**src/rtl/instr_fetch.sv**
```systemverilog
// Instruction-fetch reader: takes one fetch per entry into the control FSM's
// fetch state, runs a req/ack read on the instruction memory port, and holds
// the fetched word for decode/execute. Misaligned, bus-error and timeout
// faults are latched until fault_clr.
//
// Memory handshake: imem_req and imem_addr rise together and stay constant
// until the first cycle in which imem_ack is sampled high; imem_rdata and
// imem_err are only looked at in that cycle. imem_ack seen while not
// requesting is ignored, and a request is never withdrawn early except by
// reset.
module instr_fetch #(
  parameter int ADDR_W  = 64,
  parameter int INSTR_W = 32,
  parameter int TIMEOUT = 255
) (
  input  logic               clk,
  input  logic               reset,
  input  logic [2:0]         state,
  input  logic [ADDR_W-1:0]  pc,
  input  logic               fault_clr,
  output logic               imem_req,
  output logic [ADDR_W-1:0]  imem_addr,
  input  logic               imem_ack,
  input  logic [INSTR_W-1:0] imem_rdata,
  input  logic               imem_err,
  output logic [INSTR_W-1:0] instr,
  output logic               instr_valid,
  output logic               fetch_busy,
  output logic               fetch_fault,
  output logic [1:0]         fault_cause,
  output logic [1:0]         fsm_state
);

  typedef enum logic [1:0] {
    IDLE  = 2'b00,
    REQ   = 2'b01,
    DONE  = 2'b10,
    FAULT = 2'b11
  } fsm_t;

  localparam logic [2:0] FETCH_STATE = 3'b000;
  // Counter value seen on the last request cycle allowed before timing out.
  localparam logic [7:0] LAST_CNT    = 8'(TIMEOUT - 1);

  fsm_t       cur;
  logic       armed;
  logic [7:0] cnt;

  // Debug view of the FSM state for checkers.
  assign fsm_state = cur;

  // Fetch FSM with all outputs registered; armed guarantees one fetch per
  // entry into the fetch state.
  always_ff @(posedge clk or negedge reset) begin
    if (!reset) begin
      cur         <= IDLE;
      armed       <= 1'b1;
      cnt         <= 8'd0;
      imem_req    <= 1'b0;
      imem_addr   <= '0;
      instr       <= '0;
      instr_valid <= 1'b0;
      fetch_busy  <= 1'b0;
      fetch_fault <= 1'b0;
      fault_cause <= 2'b00;
    end else begin
      if (state != FETCH_STATE) begin
        armed <= 1'b1;
      end
      case (cur)
        IDLE: begin
          if (state == FETCH_STATE && armed) begin
            armed       <= 1'b0;
            instr_valid <= 1'b0;
            if (pc[1:0] != 2'b00) begin
              // Misaligned: fault without ever touching the bus.
              fetch_fault <= 1'b1;
              fault_cause <= 2'b01;
              cur         <= FAULT;
            end else begin
              imem_addr  <= pc;
              imem_req   <= 1'b1;
              fetch_busy <= 1'b1;
              cnt        <= 8'd0;
              cur        <= REQ;
            end
          end
        end
        REQ: begin
          // An ack always beats the timeout, even on the final cycle.
          if (imem_ack) begin
            imem_req   <= 1'b0;
            fetch_busy <= 1'b0;
            if (imem_err) begin
              fetch_fault <= 1'b1;
              fault_cause <= 2'b11;
              cur         <= FAULT;
            end else begin
              instr       <= imem_rdata;
              instr_valid <= 1'b1;
              cur         <= DONE;
            end
          end else if (cnt == LAST_CNT) begin
            imem_req    <= 1'b0;
            fetch_busy  <= 1'b0;
            fetch_fault <= 1'b1;
            fault_cause <= 2'b10;
            cur         <= FAULT;
          end else begin
            cnt <= cnt + 8'd1;
          end
        end
        DONE: begin
          cur <= IDLE;
        end
        FAULT: begin
          // fault_clr only acts once the fault is already latched.
          if (fault_clr) begin
            fetch_fault <= 1'b0;
            fault_cause <= 2'b00;
            cur         <= IDLE;
          end
        end
        default: begin
          cur <= IDLE;
        end
      endcase
    end
  end

endmodule

```
**config.mk**
```make
export PLATFORM = sky130hd
export DESIGN_NAME = instr_fetch
export DESIGN_NICKNAME = d
export VERILOG_FILES = /design/src/rtl/instr_fetch.sv
export SDC_FILE = /design/constraint.sdc
export NUM_CORES = 1
export LEC_CHECK = 0
export CORE_MARGIN = 8
export CORE_UTILIZATION = 38
export DETAILED_ROUTE_END_ITERATION = 8
export PLACE_DENSITY_LB_ADDON = 0.15
export SYNTH_ARGS = -nofsm -noshare
export SYNTH_HDL_FRONTEND = slang
export SYNTH_SLANG_ARGS = --single-unit
```
**constraint.sdc**
```tcl
create_clock -name clk -period 4.45 [get_ports clk]
set_input_delay 1.1125 -clock clk [delete_from_list [all_inputs] [get_ports clk]]
set_output_delay 1.1125 -clock clk [all_outputs]
set_load 0.005 [all_outputs]
```
Word-level counts from Yosys, hierarchy flattened
Cells that the tools add are included.

$add $sub $neg: 1. Equality and inequality tests: 14. Muxes and demuxes: 37. Bitwise gates (word level): 2. Reduce and logical (&&, ||, !) cells: 14.

Operator list (number): two-way mux 8 bit (4); two-way mux 2 bit (10); two-way mux 1 bit (17); != test 2 bit, second input constant (8); one-hot mux 8 bit (2 select lines) (1); AND reduction 3 bit (3); adder 8 x 1 -> 8 bit, second input constant (1); equality test 8 bit, second input constant (1); one-hot mux 2 bit (4 select lines) (1); AND reduction 4 bit (2); != test 3 bit, second input constant (2); one-hot mux 2 bit (3 select lines) (1); AND reduction 6 bit (1); nonzero test 3 bit (2); AND reduction 5 bit (1); equality test 2 bit, second input constant (2); one-hot mux 1 bit (2 select lines) (2); nonzero test 2 bit (2); logical NOT 3 bit (1); one-hot mux 1 bit (3 select lines) (1); equality test 2 x 1 -> 1 bit, second input constant (1); logical NOT 2 bit (1); inverter 1 bit (2); logical AND 1 bit (1).

Bits in registers: 112. Input port bits: 104. Output and inout port bits: 104. Word-level logic and storage cells: 77.

Longest topological paths before layout
Gate-level depths: netlist (run 1).

Word-level depth: 4. Gate-level depth with buffers: 7. Gate-level depth less buffers: 6.

Worst setup path after synthesis (run 1)
No wires, ideal clock.

Kind: input to register. From: input state[1]. To: register imem_addr[59]. Setup time: 0.125 ns. Arrival time: 2.189 ns. Required time: 4.325 ns. Slack: 2.136 ns. Cell stages on the path: 5. Cells stage by stage: nor4b_4 -> nand2_1 -> buf_6 -> buf_6 -> mux2_4.

Longest elaborated chain between the ends: 3.

RTL lines: start, declared (line 18) `input logic [2:0] state,`; logical NOT 3 bit (line 72) `if (state == FETCH_STATE && armed) begin`; logical AND 1 bit (line 72); AND reduction 3 bit (no line); end signal, assigned (line 81) `imem_addr <= pc;`; end, declared (line 22) `output logic [ADDR_W-1:0] imem_addr,`.

Every way passes these cells. A chain may end at the register's enable or synchronous reset.

Worst setup path after layout (run 1)
From: input state[1]. To: register imem_addr[44].

Same word-level chain as after synthesis.

==> out/qor.yml, run 1 <==
yosysUniqueCellTypes: 45
drive_gt1_frac: 0.158
yosysSeqAreaShare: 0.625
tightest_slew_ns: 1.06
io_buffers: 207
worst_clock_skew_ns: 0.00717
reg2reg_to: "imem_addr[44]"
nets: 676
area_growth_pct: 56.4
tns_ns: 0
syn_area_per_cell_sq_um: 12.2
cts_buffers: 9
hp-class: "reg2reg"
finalHoldViolations: 0
layout_worst_path_cycle_share: 0.665
path_delay_family: "simple AND/OR/NAND/NOR gates"
nFillCells: 959
core_sq_um: 11500
cts_tree: "built"
async_flop_share: 1.00
slew_headroom: 0.293
num_rows: 39
cts_resized: 0
synth_cells: 367
clock_sinks: 112
ys.flop_type: "dfrtp_1"
root_buffer: "clkbuf_16"
final_max_slew_viol_count: 0
whs_path_depth: 2
syn_nets: 473
track_usage: 0.160
antenna_left: 0
insertion_delay_ns: 0.35
grt_start_max_net_pins: 86
startpoint: "state[1]"
hold_start: "instr[0]"
min_to: "instr[0]"
met3_wirelength_microns: 1350
grt_pass1_wl_microns: 19900
critPathBufInv: 2
dp_hpwl_microns: 9420
synth-edff-count: 0
instances_no_fill: 718
met2_wirelength_microns: 6370
placed_cell_area_sq_um: 6680
avgRoutedWirePerCell_microns: 17.3
ys_ff_latch: 112
pre_cts_slack_ns: 1.12
m1WireLength_microns: 4550
die_h_microns: 125
cellLeakagePower_nw: 3.19
postLayoutCellArea_sq_um: 7010
ctsHoldBuffers: 0
outcome: "complete, no violations"
rsz0062_at_grt: "false"
drc: 0
clock_path_buffers: 2
cp_cell_sequence: "clkdlybuf4s50_1 > nor4b_4 > nand2_2 > buf_12 > mux2_2"
p_per_area_nw_per_um2: 615
drt_iter0_markers: 126
postCtsSetupBuffers: 0
wirelength_microns: 12400
slowest_stage: "clkdlybuf4s50_1"
grt_pass1_vias: 3628
cap_violations: 0
htree_levels: 3
die_w_microns: 125
slowest_delay_ns: 0.47
antenna_found_initial: 1
dp.cells: 702
highest_layer: "met5"
worst_slack_ns: 1.49
setup_viol: 0
worstPathMaxFanout: 44
critPathLaunchType: "primary input"
ys_warn_count: 0
crit_required_ns: 4.68
antenna_cells: 0
design.portCount: 208
rr_worst_depth: 4
fin_util: 0.611
cts.clk_slew.worst_paths_ns: 0.07
viasPerCell: 4.82
period_needed_ns: 2.96
rrSetupSlack_ns: 2.29
peakVddDrop_mv: 0.428
syn_area_sq_um: 4480
fmax_mhz: 338
arrival_ns: 3.19
vias: 3460
grt_overflow: 0
endpoint_kind: "flip-flop"
die_area_sq_um: 15500
place_congestion: 0.784
crit_type: "in2reg"
initial_core_util: 0.391
worst_r2r_startpoint: "fsm_state[1]"
dr.pass1.iters: 4
## cell usage in the layout, fill, tap and decap left out, types with 3 or more instances in the layout
master,instances
a31oi_1,4
clkbuf_16,9
buf_4,4
mux2_4,3
nand3_1,8
mux2_2,59
clkdlybuf4s50_1,206
inv_1,5
and3_1,3
nand2_1,101
nor2_1,6
dfrtp_1,111
o21ai_0,7
## power breakdown
group | internal [W] | total [W] | leakage [nW] | switching, W
Clock | 0.000525 | 0.000882 | 0.159 | 0.000357
Sequential | 0.00147 | 0.00174 | 1.42 | 0.000271
Combinational | 0.00113 | 0.00169 | 1.62 | 0.000554
## layout make-up
class	instances	area, sq um	share of cell area
Clock buffer	12	256	0.0366
Clock inverter	4	76.3	0.0109
Inverter	5	18.8	0.00268
Multi-Input combinational cell	231	1570	0.223
Sequential cell	112	2800	0.400
Tap cell	143	179	0.0255
Timing Repair Buffer	211	2110	0.301
## flip-flops by register name, indices dropped and copies added (netlist names)
name         cells
imem_addr       64
instr           32
fetch_fault      1
instr_valid      1
fetch_busy       1
fault_cause      2
armed            1
cnt              8
fsm_state        2
## synthesized netlist by cell type (2+ instances only)
library cell / number / share of area
buf_6: 2 / 0.0050
dfrtp_1: 111 / 0.62
nand3_1: 8 / 0.0089
nand2b_1: 2 / 0.0028
clkbuf_1: 7 / 0.0059
and2_1: 2 / 0.0028
mux2_2: 59 / 0.15
nor3_1: 2 / 0.0022
mux2_4: 3 / 0.010
a32oi_1: 2 / 0.0039
a21oi_1: 2 / 0.0022
inv_1: 5 / 0.0042
a31oi_1: 4 / 0.0056
nor2_1: 7 / 0.0059
and3_1: 3 / 0.0042
o211ai_1: 2 / 0.0033
nand2_1: 102 / 0.085
nand4_1: 2 / 0.0028
ha_1: 2 / 0.0056
buf_2: 9 / 0.010
o21ai_0: 7 / 0.0078
## worst min-delay path, delay by kind of cell, from the launching register on
family	cells	cell delay, ns
DFF	1	0.34
and+or+nand+nor	2	0.10
## cell families after synthesis
family | share of synthesized area
and+or+nand+nor | 0.137
buffers and inverters | 0.0268
AOI/OAI and AO/OA | 0.0455
adders and majority gates | 0.00558
xor gates and xnor gates | 0.00195
muxes | 0.158
DFF | 0.625
## worst max-delay path by stage
stage | endpoint | cells past startpoint | slack [ns]
global route | imem_addr[44] | 5 | 1.38
global placement | imem_addr[56] | 5 | 1.17
CTS | imem_addr[44] | 5 | 1.50
detailed placement | imem_addr[43] | 5 | 1.12
floorplan | imem_addr[59] | 5 | 2.14
finish | imem_addr[44] | 5 | 1.49
## metrics by stage
step	hold WS, ns	total power, W
floorplan	0.470	0.00228
global placement	0.457	0.00344
detailed placement	0.461	0.00348
CTS	0.479	0.00440
global route	0.499	0.00459
finish	0.473	0.00431
## routing by layer
layer	vias to the layer above	track usage
met3	15	0.0911
met4	2	0.0425
met2	129	0.278
li1	1639	-
met5	-	0
met1	1675	0.162
Power figures use the tool's default switching activity.
==> run 2: changes to the inputs <==
- CORE_UTILIZATION: 38 -> 37
- clock period: 4.45 -> 2.5 ns (I/O delays scaled with it)
==> out/qor.yml, run 2 (synthesis results as in run 1) <==
cts_resized: 0
endpoint_kind: "output pin"
area_growth_pct: 56.3
finalHoldViolations: 0
nets: 680
design.portCount: 208
place_congestion: 0.793
die_w_microns: 126
rr_worst_depth: 3
p_total_w: 0.00751
path_delay_family: "buffers and inverters"
fmax_mhz: 460
cts.clk_slew.worst_paths_ns: 0.07
die_h_microns: 126
drc: 0
crit_required_ns: 1.88
fin_util: 0.588
insertion_delay_ns: 0.35
grt_pass1_vias: 3769
postCtsSetupBuffers: 0
worstPathMaxFanout: 14
vias: 3464
die_area_sq_um: 15900
ctsHoldBuffers: 0
critPathLaunchType: "flip-flop"
instances_no_fill: 726
layout_common_cells: "206 x clkdlybuf4s50_1, 111 x dfrtp_1, 101 x nand2_1"
worst_clock_skew_ns: 0.00705
layout_commonest_cell: "clkdlybuf4s50_1"
track_usage: 0.160
register_area_sq_um: 2800
antenna_found_initial: 0
grt_pass1_wl_microns: 20100
drt_iter0_markers: 148
largestRegisters: "imem_addr (64), instr (32), cnt (8)"
largest_register: "imem_addr"
pre_cts_slack_ns: 0.188
arrival_ns: 1.55
crit_type: "reg2out"
dr.pass1.iters: 4
wirelength_microns: 12600
hp-class: "in2async"
critPathBufInv: 1
antenna_left: 0
io_buffers: 207
rsz0062_at_grt: "false"
cp_cell_sequence: "clkdlybuf4s50_1"
dp.cells: 710
p_per_area_nw_per_um2: 1070
outcome: "complete, no violations"
htree_levels: 3
multi_input_area_sq_um: 1570
tns_ns: 0
drive_gt1_frac: 0.159
cap_violations: 0
setup_viol: 0
grt_start_max_net_pins: 53
nFillCells: 1024
final_max_slew_viol_count: 0
clock_path_buffers: 2
reg2reg_to: "fault_cause[1]"
tightest_slew_ns: 0.416
num_rows: 40
largest_register_ffs: 64
root_buffer: "clkbuf_16"
clock_sinks: 112
cts_buffers: 9
period_needed_ns: 2.17
rrSetupSlack_ns: 0.66
layout_worst_path_cycle_share: 0.869
viasPerCell: 4.77
grt_overflow: 0
core_sq_um: 11900
slowest_stage: "clkdlybuf4s50_1"
dp_hpwl_microns: 9440
initial_core_util: 0.376
worst_r2r_startpoint: "fsm_state[0]"
avgRoutedWirePerCell_microns: 17.3
peakVddDrop_mv: 0.658
slew_headroom: 0.722
cellLeakagePower_nw: 3.19
worst_slack_ns: 0.327
slowest_delay_ns: 0.61
antenna_cells: 0
cts_tree: "built"
run 2: cell count changes in the layout (fill, tap and decap cells not counted):
cell / delta
clkbuf_8: -2
buf_12: +1
bufinv_16: -1
clkbuf_1: +3
clkinv_4: -1
clkinv_2: +1
buf_4: +3
run 2: worst max-delay path by stage:
stage / to / slack [ns] / from / cells past startpoint
finish: fsm_state[0] / 0.33 / fsm_state[0] / 1
global route: fsm_state[0] / 0.26 / fsm_state[0] / 1
CTS: fsm_state[0] / 0.29 / fsm_state[0] / 1
detailed placement: fault_cause[1] / 0.19 / imem_ack / 4
global placement: fault_cause[1] / 0.20 / imem_ack / 4
floorplan: imem_addr[59] / 0.67 / state[1] / 5
run 2: final cells by class:
type,instances,share of cell area
Clock buffer,13,0.0343
Clock inverter,3,0.00607
Inverter,5,0.00268
Multi-Input combinational cell,231,0.223
Sequential cell,112,0.400
Tap cell,147,0.0262
Timing Repair Buffer,215,0.307
run 2: per-stage QoR:
stage | cell area [sq um] | hold WS [ns]
3_3_place_gp | 6730 | 0.457
6_report | 7010 | 0.204
5_1_grt | 7010 | 0.229
3_5_place_dp | 6730 | 0.461
2_1_floorplan | 4480 | 0.329
4_1_cts | 7010 | 0.211
run 2: where the power goes:
| part | internal [W] | switching, W |
|---|---|---|
| Clock | 0.000778 | 0.000630 |
| Combinational | 0.00202 | 0.000972 |
| Sequential | 0.00262 | 0.000484 |
run 2: layer usage:
metal | global-route usage | part of all wire | up-vias
met4 | 0.0708 | 0.020 | 0
met1 | 0.174 | 0.37 | 1685
met5 | 0 | 0 | -
met2 | 0.266 | 0.51 | 114
met3 | 0.0713 | 0.10 | 13
li1 | - | - | 1652
==> patch (settings of run 2) <==
Set the parameter `ADDR_W` to 72 (it was 64).
--- a/src/rtl/instr_fetch.sv
+++ b/src/rtl/instr_fetch.sv
@@ -9,7 +9,7 @@
 // requesting is ignored, and a request is never withdrawn early except by
 // reset.
 module instr_fetch #(
-  parameter int ADDR_W  = 64,
+  parameter int ADDR_W  = 72,
   parameter int INSTR_W = 32,
   parameter int TIMEOUT = 255
 ) (
Interface: changed (resized imem_addr and pc); port bits go from 208 to 224. The function was not compared with the original's and may differ.
==> patch against run 2 <==
Design area is 11% higher. Sequential cell count rose by 8. Setup slack worse by 40 ps. Count of clock-buffer cells in the layout increased by 14. Clock skew up 4.8 ps. Synthesized area is 7.0% higher. Routed wire length rose by 14%. Sequential share of layout area decreased by 1.3 points. Power grew 15%. Core utilization rose by 2.7 points. First-iteration DRC count rose by 51%. Highest routed layer unchanged.
==> patch: results (changes against run 2) <==
Post-Route Skew: 11.8 ps (+4.75 ps)
DPL Wire Length: 10300 um (+9.5%)
Clk_lat worst skew: 410 ps (+60 ps)
Tot GR Track Use: 17.5% (+1.5 points)
Reg2Reg Capture Point: cnt[3]$_DFFE_PN0P_
Largest cells by area after synthesis: dfrtp_1 62%, nand2_1 24%, buf_2 2.0%
Filler cells: 1114 (+8.8%)
PortBufs: 223 (+7.7%)
Final wirelength: 14300 um (+14%)
Syn Nets: 644 (+36%)
Vias: 4283 (+24%)
Peak supply drop: 0.536 mV (-18%)
Worst-path clk slew: 50 ps (-20 ps)
Num CTS Buffers: 17 (+8)
Layout cells sized above 1: 6.27% (-9.6 points)
Warnings from Yosys: 0 (unchanged)
Largest net degree at the start of global routing: 121 (+130%)
Final Wtd Congestion: 0.779 (-1.8%)
Worst path arrival time: 1590 ps (+40 ps)
R2R cell count: 4 (+1)
Leak pwr: 3.77 nW (+18%)
H-tree Lvls: 4 (+1)
Outcome: completed
Commonest cells in the netlist: 312 x nand2_1, 119 x dfrtp_1, 19 x buf_2
Yosys cell types: 41 (-8.9%)
Biggest regs: imem_addr: 72 flops, instr: 32 flops, cnt: 8 flops
Vias in the first global route: 4391 (+17%)
==> patch: changes by cell type after synthesis, moves of 2 or more <==
cell and delta:
mux2_2 -59, buf_6 -2, nand3_1 -2, nand2_1 +210, nor2_2 +2, mux2_4 -3, buf_2 +10, dfrtp_1 +8
==> patch: kinds of logic (layout without fill, tap and decap cells) <==
family | count (synthesis) | in the layout | share of synthesized area (%)
buffers and inverters | 31 | 267 | 3.08
AOI/OAI and AO/OA | 28 | 28 | 4.64
DFF | 120 | 120 | 62.6
xor gates and xnor gates | 1 | 1 | 0.183
adders and majority gates | 2 | 2 | 0.521
and+or+nand+nor | 348 | 348 | 29.0
==> patch: per-layer routing <==
| layer | vias up | part of all wire [%] | global-route usage, % |
|---|---|---|---|
| met5 | - | 0 | 0 |
| met4 | 0 | 1.7 | 6.76 |
| met3 | 18 | 12 | 8.81 |
| met2 | 173 | 47 | 28.3 |
| met1 | 1983 | 39 | 19.4 |
| li1 | 2109 | - | - |
==> patch: where the power goes <==
group	switching, W	internal [W]
Sequential	0.000519	0.00281
Clock	0.000793	0.00138
Combinational	0.00117	0.00196
Total	0.00248	0.00615
==> patch: stage by stage <==
step	setup slack (ps)	instances	hold WS [ps]	area (um2)	util, %
global route	225	938	367	7770	61.6
CTS	277	938	343	7770	61.6
detailed placement	160	908	461	7240	57.4
floorplan	743	530	329	4800	-
finish	287	938	319	7770	61.6
global placement	227	908	456	7240	57.4
==> patch: layout make-up <==
type / instances / share of cell area [%]
Sequential cell: 120 / 38.7
Timing Repair Buffer: 233 / 30.3
Multi-Input combinational cell: 379 / 21.3
Clock buffer: 27 / 6.60
Tap cell: 172 / 2.77
Clock inverter: 3 / 0.193
Inverter: 4 / 0.193
